--- src/rtl/usb_xact_engine.sv ---
// Host-side USB transaction sequencer: token, data, handshake phases with
// retry, response timeout and per-endpoint DATA0/DATA1 toggle tracking.
module usb_xact_engine #(
  parameter int DATA_W      = 64,
  parameter int MAX_RETRY   = 8,
  parameter int TIMEOUT_CYC = 255
) (
  input  logic              clk,
  input  logic              rst_b,
  input  logic              xact_start_i,
  input  logic [1:0]        xact_type_i,
  input  logic [6:0]        xact_addr_i,
  input  logic [3:0]        xact_endp_i,
  input  logic [DATA_W-1:0] xact_wdata_i,
  input  logic              toggle_clr_i,
  output logic              busy_o,
  output logic              done_o,
  output logic              success_o,
  output logic [7:0]        attempts_o,
  output logic [DATA_W-1:0] rdata_o,
  output logic              rdata_valid_o,
  output logic              tx_valid_o,
  input  logic              tx_ready_i,
  output logic [3:0]        tx_pid_o,
  output logic [6:0]        tx_addr_o,
  output logic [3:0]        tx_endp_o,
  output logic [DATA_W-1:0] tx_data_o,
  input  logic              rx_valid_i,
  input  logic [3:0]        rx_pid_i,
  input  logic [DATA_W-1:0] rx_data_i,
  input  logic              rx_err_i
);

  // state       | meaning
  // S_IDLE      | waiting for a legal xact_start
  // S_TOKEN     | presenting OUT/IN token to the encoder
  // S_DATA_TX   | presenting DATA0/DATA1 payload (OUT only)
  // S_WAIT_HS   | waiting for device handshake after OUT data
  // S_WAIT_DATA | waiting for device data after IN token
  // S_SEND_ACK  | presenting ACK for received IN data

  localparam logic [3:0]  PID_OUT   = 4'b0001;
  localparam logic [3:0]  PID_IN    = 4'b1001;
  localparam logic [3:0]  PID_DATA0 = 4'b0011;
  localparam logic [3:0]  PID_DATA1 = 4'b1011;
  localparam logic [3:0]  PID_ACK   = 4'b0010;
  localparam logic [7:0]  RETRY_LIM = 8'(MAX_RETRY);
  localparam logic [15:0] TMO_LOAD  = 16'(TIMEOUT_CYC - 1);

  typedef enum logic [2:0] {
    S_IDLE, S_TOKEN, S_DATA_TX, S_WAIT_HS, S_WAIT_DATA, S_SEND_ACK
  } state_t;

  state_t              state_q;
  logic                is_in_q;
  logic [DATA_W-1:0]   wdata_q;
  logic [15:0]         tog_q;
  logic [15:0]         tmo_q;
  logic [7:0]          retry_q;
  logic                pend_q;
  logic                busy_q, done_q, success_q, rdata_valid_q, tx_valid_q;
  logic [7:0]          attempts_q;
  logic [DATA_W-1:0]   rdata_q, tx_data_q;
  logic [3:0]          tx_pid_q, tx_endp_q;
  logic [6:0]          tx_addr_q;

  logic tog_cur, rx_ok, rx_is_data, rx_tog_match, tmo_hit, can_retry, fail_ev;

  always_comb begin
    tog_cur      = tog_q[tx_endp_q];
    rx_ok        = rx_valid_i & ~rx_err_i;
    rx_is_data   = (rx_pid_i == PID_DATA0) || (rx_pid_i == PID_DATA1);
    rx_tog_match = ((rx_pid_i == PID_DATA1) == tog_cur);
    tmo_hit      = ~rx_valid_i && (tmo_q == 16'd0);
    can_retry    = retry_q < RETRY_LIM;
    fail_ev      = 1'b0;
    case (state_q)
      S_WAIT_HS:   fail_ev = tmo_hit || (rx_valid_i && !(rx_ok && rx_pid_i == PID_ACK));
      S_WAIT_DATA: fail_ev = tmo_hit || (rx_valid_i && !(rx_ok && rx_is_data));
      S_SEND_ACK:  fail_ev = tx_ready_i && !pend_q;
      default:     fail_ev = 1'b0;
    endcase
  end

  always_ff @(posedge clk or negedge rst_b) begin
    if (!rst_b) begin
      state_q       <= S_IDLE;
      is_in_q       <= 1'b0;
      wdata_q       <= '0;
      tog_q         <= '0;
      tmo_q         <= '0;
      retry_q       <= '0;
      pend_q        <= 1'b0;
      busy_q        <= 1'b0;
      done_q        <= 1'b0;
      success_q     <= 1'b0;
      rdata_valid_q <= 1'b0;
      tx_valid_q    <= 1'b0;
      attempts_q    <= '0;
      rdata_q       <= '0;
      tx_data_q     <= '0;
      tx_pid_q      <= '0;
      tx_endp_q     <= '0;
      tx_addr_q     <= '0;
    end else begin
      done_q        <= 1'b0;
      success_q     <= 1'b0;
      rdata_valid_q <= 1'b0;
      case (state_q)
        S_IDLE: begin
          // busy stays high through the done cycle, so a start there is dropped
          busy_q <= 1'b0;
          if (xact_start_i && !done_q && (xact_type_i == 2'b01 || xact_type_i == 2'b10)) begin
            busy_q     <= 1'b1;
            is_in_q    <= (xact_type_i == 2'b01);
            tx_addr_q  <= xact_addr_i;
            tx_endp_q  <= xact_endp_i;
            wdata_q    <= xact_wdata_i;
            attempts_q <= 8'd1;
            retry_q    <= '0;
            tx_valid_q <= 1'b1;
            tx_pid_q   <= (xact_type_i == 2'b01) ? PID_IN : PID_OUT;
            state_q    <= S_TOKEN;
          end
        end
        S_TOKEN: if (tx_ready_i) begin
          if (is_in_q) begin
            tx_valid_q <= 1'b0;
            tmo_q      <= TMO_LOAD;
            state_q    <= S_WAIT_DATA;
          end else begin
            tx_pid_q  <= tog_cur ? PID_DATA1 : PID_DATA0;
            tx_data_q <= wdata_q;
            state_q   <= S_DATA_TX;
          end
        end
        S_DATA_TX: if (tx_ready_i) begin
          tx_valid_q <= 1'b0;
          tmo_q      <= TMO_LOAD;
          state_q    <= S_WAIT_HS;
        end
        S_WAIT_HS: begin
          if (tmo_q != 16'd0) tmo_q <= tmo_q - 16'd1;
          if (rx_ok && rx_pid_i == PID_ACK) begin
            tog_q[tx_endp_q] <= ~tog_cur;
            done_q    <= 1'b1;
            success_q <= 1'b1;
            state_q   <= S_IDLE;
          end
        end
        S_WAIT_DATA: begin
          if (tmo_q != 16'd0) tmo_q <= tmo_q - 16'd1;
          // a wrong-toggle DATA is a duplicate: ACK it but keep the old data
          if (rx_ok && rx_is_data) begin
            tx_valid_q <= 1'b1;
            tx_pid_q   <= PID_ACK;
            pend_q     <= rx_tog_match;
            state_q    <= S_SEND_ACK;
            if (rx_tog_match) begin
              rdata_q          <= rx_data_i;
              rdata_valid_q    <= 1'b1;
              tog_q[tx_endp_q] <= ~tog_cur;
            end
          end
        end
        S_SEND_ACK: if (tx_ready_i && pend_q) begin
          tx_valid_q <= 1'b0;
          done_q     <= 1'b1;
          success_q  <= 1'b1;
          state_q    <= S_IDLE;
        end
        default: state_q <= S_IDLE;
      endcase
      if (fail_ev) begin
        if (can_retry) begin
          retry_q    <= retry_q + 8'd1;
          attempts_q <= (attempts_q == 8'hFF) ? 8'hFF : attempts_q + 8'd1;
          tx_valid_q <= 1'b1;
          tx_pid_q   <= is_in_q ? PID_IN : PID_OUT;
          state_q    <= S_TOKEN;
        end else begin
          tx_valid_q <= 1'b0;
          done_q     <= 1'b1;
          state_q    <= S_IDLE;
        end
      end
      if (toggle_clr_i) tog_q <= '0;
    end
  end

  assign busy_o        = busy_q;
  assign done_o        = done_q;
  assign success_o     = success_q;
  assign attempts_o    = attempts_q;
  assign rdata_o       = rdata_q;
  assign rdata_valid_o = rdata_valid_q;
  assign tx_valid_o    = tx_valid_q;
  assign tx_pid_o      = tx_pid_q;
  assign tx_addr_o     = tx_addr_q;
  assign tx_endp_o     = tx_endp_q;
  assign tx_data_o     = tx_data_q;

endmodule

--- config.mk ---
export PLATFORM = sky130hd
export DESIGN_NAME = usb_xact_engine
export DESIGN_NICKNAME = d
export VERILOG_FILES = /design/src/rtl/usb_xact_engine.sv
export SDC_FILE = /design/constraint.sdc
export NUM_CORES = 1
export LEC_CHECK = 0
export ABC_AREA = 1
export CAP_MARGIN = 5
export CORE_MARGIN = 2
export CORE_UTILIZATION = 54
export CTS_BUF_LIST = sky130_fd_sc_hd__clkbuf_8
export DETAILED_ROUTE_END_ITERATION = 10
export PLACE_DENSITY = 0.95
export SLEW_MARGIN = 10
export SYNTH_ARGS = -nofsm -noshare
export SYNTH_HDL_FRONTEND = slang
export SYNTH_SLANG_ARGS = --single-unit
--- constraint.sdc ---
create_clock -name clk -period 2.9 [get_ports clk]
set_clock_uncertainty 0.15 [all_clocks]
set_input_delay 0.58 -clock clk [delete_from_list [all_inputs] [get_ports clk]]
set_output_delay 0.58 -clock clk [all_outputs]
set_load 0.05 [all_outputs]
; After elaboration in Yosys (flattened, before gate mapping)
; Index checks and enable logic that the tools add are counted.
[op_classes]
n_bitwise = 5
order_cmp = 3
add_sub_neg = 3
mux = 63
n_reduce_logical = 33
eq_ne = 26
[ops]
columns = cell, count
row1 = $mux W16, 8
row2 = $mux W8, 9
row3 = $pmux W16 S3, 1
row4 = $mux W4, 9
row5 = $pmux W16 S2, 1
row6 = $ne A3 B3 Y1 const B, 10
row7 = $mux W3, 8
row8 = $mux W1, 19
row9 = $pmux W3 S6, 1
row10 = $add A8 B1 Y8 const B, 2
row11 = $bwmux W16, 1
row12 = $logic_not A16 Y1, 1
row13 = $reduce_bool A16 Y1, 1
row14 = $sub A16 B1 Y16 const B, 1
row15 = $pmux W4 S3, 1
row16 = $logic_and A1 B1 Y1, 10
row17 = $eq A4 B2 Y1 const B, 2
row18 = $eq A8 B8 Y1 const B, 1
row19 = $lt A8 B4 Y1 const B, 1
row20 = $reduce_and A7 Y1, 1
row21 = $eq A3 B2 Y1 const B, 2
row22 = $eq A3 B3 Y1 const B, 2
row23 = $ne A2 B2 Y1 const B, 3
row24 = $reduce_and A3 Y1, 2
row25 = other kinds (25), 36
[word_totals]
regBits = 265
wordCells = 151
inputBits = 152
output_inout_bits = 156

; Logic depth before layout (Yosys ltp)
; Gate-level depths: netlist of the first run.
[logic_depth]
depth_word = 9
mapped_depth = 18
depth_no_buf = 15

; Worst setup path before layout of the first run
; OpenSTA, ideal clock, no wires.
[synth_path]
path_kind = register -> register
from = register tx_endp_q[0] (netlist: tx_endp_o[0])
to = register rdata_q[0] (netlist: rdata_o[0])
arrival_ns = 1.985
synth_period_minus_slack_ns = 2.252
t_required_ns = 2.632
setup_ns = 0.118
slack_ns = 0.648
path_buffers = 3
path_stages_with_launch = 17
cell_sequence = dfrtp_1 buf_4 nand2_1 nand2_1 nand2_1 nand2_1 nand2_1 nand2_1 inv_2 nand2_2 nand2_2 nand2_1 nand2_2 buf_4 buf_2 nand2_1 nand2_1
[synth_via]
elab_chain_cells = 4
[synth_rtl]
columns = element, line_no
row1 = "start, declared", 64  ; logic [3:0] tx_pid_q, tx_endp_q;
row2 = "start signal, assigned", 117  ; tx_endp_q <= xact_endp_i;
row3 = $bmux W1 S4, 70  ; tog_cur = tog_q[tx_endp_q];
row4 = $mux W1 (implied by the code), 70
row5 = $eq A1 B1 Y1, 73  ; rx_tog_match = ((rx_pid_i == PID_DATA1) == tog_cur);
row6 = $reduce_and A3 Y1 (no source line), --
row7 = "end signal, assigned", 160  ; rdata_q <= rx_data_i;
row8 = "end, declared", 63  ; logic [DATA_W-1:0] rdata_q, tx_data_q;
; No other way between the ends. The select of a mux whose other input is x is not followed.
; A chain may end at the register's enable or synchronous reset.

; Worst setup path after layout of the first run
[layout_path]
from = register tx_endp_q[0] (netlist: tx_endp_o[0])
to = output tx_endp_o[0]
[layout_rtl]
columns = element, line_no
row1 = "end, declared", 26  ; output logic [3:0] tx_endp_o,
; No word-level cell between the ends.

==> results.toml, run 1 <==
[synth]
synth.distinct_cells = 41
netlist_area_um2 = 11400
yosys_warnings = 0
synthDominantCellAreaShare = 0.582
syn_inst = 1381
muxShareOfSynthArea = 0
synthSimpleGateAreaFrac = 0.306
netlist_top_cells_area = "dfrtp_1, nand2_1, inv_1"
seq_area_frac_synth = 0.582
ys_ff_latch = 265
synth_xor_area_frac = 0.00846
synth_nets = 1538
synth_top_family_by_area = "simple AND/OR/NAND/NOR gates"
synth_fa_ha_area_frac = 0.00549
syn_avg_cell_area_um2 = 8.25
synth-compound-area-share = 0.0439
synth_area_leader_cell = "dfrtp_1"

[sta]
rsz0062_at_grt = "false"
hold_viol = 0
setup_tns_ns = 0
drv_slew = 0
tightest_slew_ns = 0.585
relSlewSlack = 0.609
fin_hold_ws_ns = 0.320
fin_crit_ns = 2.64
fin_crit_sh = 0.912
max_clock_freq_mhz = 378
final-setup-viol-count = 0

[worst_setup_path]
critical_path.startpoint_type = "register"
reg2reg_to = "rdata_o[36]"
crit_end = "tx_endp_o[0]"
rr_worst_depth = 13
critPathCaptureType = "output port"
cp.arrival_ns = 1.91
cp.depth = 2
cp_slowest_cell = "clkdlybuf4s50_1"
r2r-start = "tx_endp_o[1]"
reg2reg_slack_ns = 0.44
critPathMaxFanout = 11
cpPeakStageDelay_ns = 0.83
startpoint = "tx_endp_o[0]"
path_delay_family = "buffers and inverters"
crit_chain = "buf_4 -> clkdlybuf4s50_1"
worst-path-buf-inv = 2
worstPathRequired_ns = 2.17
critPathKind = "register to output port"

[layout]
n_antenna_cell = 0
stdcell_area_um2 = 15800
final_nets = 1854
fillCellCount = 1293
drive_above_1_share = 0.0739
layout_commonest_cell = "nand2_1"
final_cell_mix = "nand2_1, clkdlybuf4s50_1, dfrtp_1"
utilization = 0.758
area_growth_syn_to_layout_pct = 39.1

[clock_tree]
cts_max_level = 2
post_cts_resized = 0
postCtsSetupRepairBufs = 0
cts_buffers = 43
clock_path_buffers = 3
clock_latency_ns = 0.54
cts.sinks = 265
clockRootBuffer = "clkbuf_8"
path_clk_slew_ns = 0.06
postCtsHoldBufs = 1
cts_tree = "yes"

[global_routing]
grtUsageTotal = 0.290
grt-ovfl-total = 0
grt_pass1_vias = 10800
grt_max_degree = 69
antenna_found_initial = 0
grt_pass1_wl_mm = 51.8

[floorplan]
die_x_um = 149
fp-row-count = 53
num_io_pins = 308
initial_core_util = 0.545
core_um2 = 20900
die_y_um = 149
dieArea_um2 = 22300

[routing]
drt-total-wl_mm = 32.1
drtAntennaViolNets = 0
drc = 0
num_vias = 10600
first_pass_iters = 5
vias_per_cell = 5.28
dr.first_iter.drc_count = 631
wl_per_cell_um = 16.0

[min_path]
hp-class = "register to register"

[power_and_ir_drop]
vdd_drop_max_v = 0.000949
power.total_uw = 16000
leakage_uw = 0.00796
pwr_density_cell_nw_per_um2 = 1010

[job]
drv_cap = 0

[run_status]
status = "finished, final reports clean"

[place]
gp_congestion = 0.890
dpl_cell_area_um2 = 14800
hpwl_mm = 21.7
io_buffer_count = 307
-- layer usage --
| metal | global-route usage | vias up | share of wire |
|---|---|---|---|
| li1 | - | 4918 | - |
| met1 | 0.335 | 5042 | 0.37 |
| met2 | 0.499 | 524 | 0.50 |
| met3 | 0.0817 | 109 | 0.093 |
| met4 | 0.141 | 0 | 0.042 |
| met5 | 0 | - | 0 |
-- area by class of cell --
class                           count  area, um^2  share of cell area
Clock buffer                       60         826              0.0521
Clock inverter                     20         210              0.0133
Inverter                           82         308              0.0194
Multi-Input combinational cell    976        4160               0.263
Sequential cell                   265        6630               0.419
Tap cell                          275         344              0.0217
Timing Repair Buffer              329        3360               0.212
-- cells in the mapped netlist (all sizes together) --
cell type  number
a31oi           2
nor2           66
o31ai           7
nand2         740
or2             2
nor4            2
clkbuf         16
nor3           11
inv            78
o21a            1
xor2            6
nand4           6
and2            1
o211ai          2
xnor2           5
o21bai          1
buf            42
ha              5
nand3          47
nand3b          1
o22ai           3
a21boi          1
a21oi          23
dfrtp         265
o21ai          30
clkinv          4
o2111ai        13
nor3b           1
-- tightest hold or removal path: stages (launching register included) --
cell and delay, ns:
dfrtp_1 0.34, nand2_1 0.05, nand2_1 0.05
-- power by group --
part,internal (uW),switching (uW),total (uW)
logic,2090,4600,6680
registers,4820,789,5610
clock network,2220,1520,3740
total,9130,6910,16000
-- stage by stage --
| step | worst slack, ns | cells |
|---|---|---|
| detailed placement | 0.0678 | 1926 |
| floorplan | 0.648 | 1381 |
| finish | 0.255 | 2007 |
| CTS | 0.236 | 2007 |
| global route | 0.205 | 2007 |
| global placement | 0.214 | 1926 |
-- sequential cells by signal, summed over array words and instances (netlist names) --
signal / cells
tx_addr_o: 7
tx_pid_o: 4
wdata_q: 64
state_q: 3
pend_q: 1
rdata_valid_o: 1
tx_endp_o: 4
tog_q: 16
tx_valid_o: 1
done_o: 1
success_o: 1
attempts_o: 8
tx_data_o: 64
rdata_o: 64
tmo_q: 16
busy_o: 1
is_in_q: 1
retry_q: 8
-- how the worst min path moves through the flow --
stage | cells after the start | from | end
6_report | 2 | wdata_q[12] | wdata_q[12]
3_3_place_gp | 2 | wdata_q[13] | wdata_q[13]
4_1_cts | 2 | wdata_q[34] | wdata_q[34]
5_1_grt | 2 | wdata_q[8] | wdata_q[8]
3_5_place_dp | 2 | wdata_q[37] | tx_data_o[37]
2_1_floorplan | 0 | rst_b | attempts_o[0]
-- cells by family (layout without fill, tap and decap cells) --
kind of cell / Yosys count / count (layout)
AOI/OAI and AO/OA: 83 / 83
xor gates and xnor gates: 11 / 11
adders and majority gates: 5 / 5
buffers and inverters: 140 / 491
DFF: 265 / 265
and+or+nand+nor: 877 / 877
(Power assumes the default switching activity.)
==> inputs of run 2 (changes only) <==
--- a/config.mk
+++ b/config.mk
@@ -11,7 +11,8 @@
 export CORE_UTILIZATION = 54
 export CTS_BUF_LIST = sky130_fd_sc_hd__clkbuf_8
 export DETAILED_ROUTE_END_ITERATION = 10
-export PLACE_DENSITY = 0.95
+export GPL_TIMING_DRIVEN = 0
+export PLACE_DENSITY = 0.85
 export SLEW_MARGIN = 10
 export SYNTH_ARGS = -nofsm -noshare
 export SYNTH_HDL_FRONTEND = slang
==> results.toml, run 2 (synthesis results as in run 1) <==
[clock_tree]
clock_path_buffers = 3
cts.sinks = 265
clockRootBuffer = "clkbuf_8"
cts_buffers = 44
cts_tree = "yes"
clock_latency_ns = 0.54
path_clk_slew_ns = 0.06
cts_max_level = 2
post_cts_resized = 0

[power_and_ir_drop]
leakage_uw = 0.00799
vdd_drop_max_v = 0.000672
power.total_uw = 15500
pwr_density_cell_nw_per_um2 = 982

[worst_setup_path]
cpPeakStageDelay_ns = 0.87
cp.arrival_ns = 1.94
critical_path.startpoint_type = "register"
worstPathRequired_ns = 2.17
crit_chain = "clkdlybuf4s50_1"
critPathKind = "register to output port"
path_delay_family = "buffers and inverters"
critPathCaptureType = "output port"
cp_slowest_cell = "clkdlybuf4s50_1"
worst-path-buf-inv = 1
critPathMaxFanout = 8

[floorplan]
initial_core_util = 0.545
num_io_pins = 308
dieArea_um2 = 22300
die_x_um = 149
die_y_um = 149
fp-row-count = 53
core_um2 = 20900

[routing]
num_vias = 10300
first_pass_iters = 7
vias_per_cell = 5.04
dr.first_iter.drc_count = 593
drc = 0
drtAntennaViolNets = 0
drt-total-wl_mm = 31.6
wl_per_cell_um = 15.5

[place]
placed_cells = 1965
io_buffer_count = 307
hpwl_mm = 23.1
gp_congestion = 0.937

[run_status]
status = "finished, final reports clean"

[min_path]
hp-class = "register to register"

[global_routing]
grt_pass1_wl_mm = 50.2
grt_max_degree = 96
grt-ovfl-total = 0
grt_pass1_vias = 10300
grtUsageTotal = 0.284
antenna_found_initial = 0

[layout]
final_cell_mix = "nand2_1, clkdlybuf4s50_1, dfrtp_1"
drive_above_1_share = 0.0753
final_nets = 1894
area_growth_syn_to_layout_pct = 38.2
stdcell_count = 2041
layout_commonest_cell = "nand2_1"
n_antenna_cell = 0

[sta]
final-setup-viol-count = 0
tightest_slew_ns = 0.731
hold_viol = 0
rsz0062_at_grt = "false"
drv_slew = 0
fin_crit_ns = 2.67
max_clock_freq_mhz = 374
relSlewSlack = 0.513
fin_crit_sh = 0.922

[job]
drv_cap = 0
[run 2: power breakdown]
group	internal (uW)	switching (uW)	leakage [uW]	total (uW)
clock	1790	1450	0.000502	3240
sequential	4830	718	0.00345	5540
combinational	2100	4580	0.00403	6690
total	8720	6750	0.00799	15500
[run 2: repair_timing]
item	4_1_cts	5_1_grt
buffers inserted	0	0
hold buffers	1	0
hold endpoints to repair	94	0
[run 2: worst paths after layout]
check	from	end	slack, ns	cells after the start
setup / recovery	tx_endp_o[1]	tx_endp_o[1]	0.23	1
hold / removal	tx_data_o[48]	tx_data_o[48]	0.32	2
setup reg to reg	tx_endp_o[1]	rdata_o[26]	0.48	13
hold reg to reg	tx_data_o[48]	tx_data_o[48]	0.32	2
max in group asynchronous	rst_b	tx_data_o[32]	0.84	4
min in group asynchronous	rst_b	attempts_o[7]	0.49	2
[run 2: cell type report]
type	count	area [um^2]
plain buffers	58	304
clock buffers	55	757
clock inverters	20	113
fillers	1555	5140
inverters	82	308
multi-input cells	976	4150
flip-flops and latches	265	6630
well taps	275	344
repair buffers	310	3140
[run 2: metal layers]
| layer | up-vias | GRT usage | part of all wire | wire length (um) |
|---|---|---|---|---|
| met1 | 4875 | 0.325 | 0.38 | 12100 |
| met3 | 68 | 0.0917 | 0.086 | 2710 |
| met2 | 355 | 0.502 | 0.50 | 15800 |
| met5 | - | 0 | 0 | 0 |
| li1 | 4985 | - | - | - |
| met4 | 0 | 0.0990 | 0.029 | 932 |
[run 2: through the flow]
step	setup WS, ns	TNS [ns]	hold slack, ns	instance area (um^2)	utilization
after floorplan	0.648	0	0.134	11400	-
after global placement	-9.98	-2643.93	0.302	14800	0.709
after detailed placement	-0.289	-7.51	0.307	14900	0.712
after CTS	0.201	0	0.308	15700	0.754
after global routing	0.0591	0	0.332	15700	0.754
final	0.226	0	0.318	15700	0.754
[run 2: worst min-delay path, cell delays in order, from the launching register on]
cell and delay (ns):
dfrtp_1 0.34, nand2_1 0.05, nand2_1 0.04
==> inputs of run 3 (changes only) <==
--- a/config.mk
+++ b/config.mk
@@ -8,11 +8,12 @@
 export ABC_AREA = 1
 export CAP_MARGIN = 5
 export CORE_MARGIN = 2
-export CORE_UTILIZATION = 54
-export CTS_BUF_LIST = sky130_fd_sc_hd__clkbuf_8
+export CORE_UTILIZATION = 52
+export CTS_BUF_LIST = sky130_fd_sc_hd__clkbuf_16
 export DETAILED_ROUTE_END_ITERATION = 10
 export GPL_TIMING_DRIVEN = 0
-export PLACE_DENSITY = 0.85
+export PLACE_DENSITY = 0.82
+export REMOVE_ABC_BUFFERS = 1
 export SLEW_MARGIN = 10
 export SYNTH_ARGS = -nofsm -noshare
 export SYNTH_HDL_FRONTEND = slang
==> results.toml, run 3 (synthesis results as in run 1) <==
[sta]
tightest_slew_ns = 0.837
hold_viol = 0
fin_crit_ns = 2.67
fin_hold_ws_ns = 0.318
relSlewSlack = 0.442
max_clock_freq_mhz = 374
rsz0062_at_grt = "false"
final-setup-viol-count = 0
setup_tns_ns = 0
fin_crit_sh = 0.922
drv_slew = 0

[clock_tree]
clock_path_buffers = 3
cts.sinks = 265
cts_tree = "yes"
clockRootBuffer = "clkbuf_16"
clock_latency_ns = 0.53
cts_max_level = 1
cts_buffers = 28
path_clk_slew_ns = 0.06

[place]
io_buffer_count = 307
gp_congestion = 0.907
placed_cells = 1916
hpwl_mm = 20.1
dpl_cell_area_um2 = 14700

[layout]
area_growth_syn_to_layout_pct = 37.7
final_cell_mix = "nand2_1, clkdlybuf4s50_1, dfrtp_1"
layout_commonest_cell = "nand2_1"
stdcell_count = 1970
n_antenna_cell = 0
final_nets = 1828
fillCellCount = 1622
stdcell_area_um2 = 15700
drive_above_1_share = 0.0479

[routing]
vias_per_cell = 5.08
dr_wl_met2_mm = 14.1
num_vias = 10000
met1Wirelength_mm = 12.0
drt-total-wl_mm = 30.0
wl_per_cell_um = 15.2
top_layer = "met4"
drtAntennaViolNets = 0
first_pass_iters = 5
dr.first_iter.drc_count = 603
dr_wl_met3_mm = 2.78
drc = 0

[worst_setup_path]
cp.arrival_ns = 2.94
critPathKind = "register to register"
reg2reg_slack_ns = 0.23
r2r-start = "tx_endp_o[0]"
rr_worst_depth = 15
critical_path.startpoint_type = "register"
critPathMaxFanout = 66
reg2reg_to = "rdata_o[56]"
startpoint = "tx_endp_o[0]"
worstPathRequired_ns = 3.16
critPathCaptureType = "register"

[floorplan]
dieArea_um2 = 23100
die_y_um = 152
num_io_pins = 308
initial_core_util = 0.525
core_um2 = 21700
fp-row-count = 54
die_x_um = 152

[power_and_ir_drop]
p_int_uw = 9030
p_switching_uw = 6680
power.total_uw = 15700
swShare = 0.425
leakage_uw = 0.00780
p_comb_frac = 0.419
pwr_density_cell_nw_per_um2 = 1000
vdd_drop_max_v = 0.000713
clock_power_share = 0.227
p_seq_frac = 0.354

[min_path]
hold_path_depth = 2
hold_start = "wdata_q[17]"
hp-class = "register to register"
whs_endpoint = "tx_data_o[17]"

[global_routing]
grt_pass1_wl_mm = 49.0
grt-ovfl-total = 0
grt_max_degree = 102
antenna_found_initial = 0
grt_pass1_vias = 9773
grtUsageTotal = 0.255

[run_status]
status = "finished, final reports clean"

[job]
drv_cap = 0
-- run 3: cell type report --
class	count	area (um^2)	area share
multi-input cells	978	4200	0.268
inverters	82	342	0.0218
clock inverters	20	186	0.0119
flip-flops and latches	265	6630	0.423
well taps	280	350	0.0223
repair buffers	316	3250	0.207
clock buffers	29	726	0.0463
-- run 3: per-stage QoR --
stage / setup WS (ns) / util
final: 0.226 / 0.723
after global routing: 0.0129 / 0.723
after CTS: 0.00274 / 0.721
after detailed placement: -1.41 / 0.677
after global placement: -10.20 / 0.669
after floorplan: -2.95 / -
-- run 3: how the worst max path moves through the flow --
stage / slack [ns] / cells past startpoint / to
2_1_floorplan: -2.95 / 8 / retry_q[0]
3_3_place_gp: -10.20 / 1 / rdata_o[42]
3_5_place_dp: -1.41 / 11 / rdata_o[56]
4_1_cts: 0.003 / 8 / tx_data_o[46]
5_1_grt: 0.01 / 15 / rdata_o[56]
6_report: 0.23 / 15 / rdata_o[56]
-- run 3: per-layer routing --
layer / track usage / vias to the layer above
li1: - / 4851
met1: 0.313 / 4691
met2: 0.425 / 387
met3: 0.0847 / 72
met4: 0.0846 / 0
met5: 0 / -
-- run 3: critical path, cell delays in order (launching register included) --
cell and delay, ns:
dfrtp_2 0.54, inv_4 0.13, nand2_1 0.08, nand2_1 0.06, nand2_1 0.06, nand2_1 0.05
nand2_1 0.05, nand2_1 0.07, inv_2 0.07, nand2_4 0.13, nand2_2 0.11, nand2_1 0.14
nand2_8 0.36, clkinv_16 0.25, nand2_1 0.17, nand2_1 0.07
-- run 3: timing repair --
item,CTS,global route
endpoints found under the setup margin,136,152
hold endpoints to repair,87,0
pin swaps,1,2
gates resized for setup,9,5
setup buffers,0,2
hold buffers,1,0
gates cloned,1,1
-- run 3: power groups by stage --
| stage | registers (uW) | logic [uW] | clock network, uW |
|---|---|---|---|
| after floorplan | 7660 | 2050 | 0 |
| after global placement | 5560 | 6400 | 0 |
| after detailed placement | 5600 | 6540 | 0 |
| after CTS | 5560 | 6590 | 3620 |
| after global routing | 5700 | 7100 | 3780 |
| final | 5570 | 6580 | 3560 |
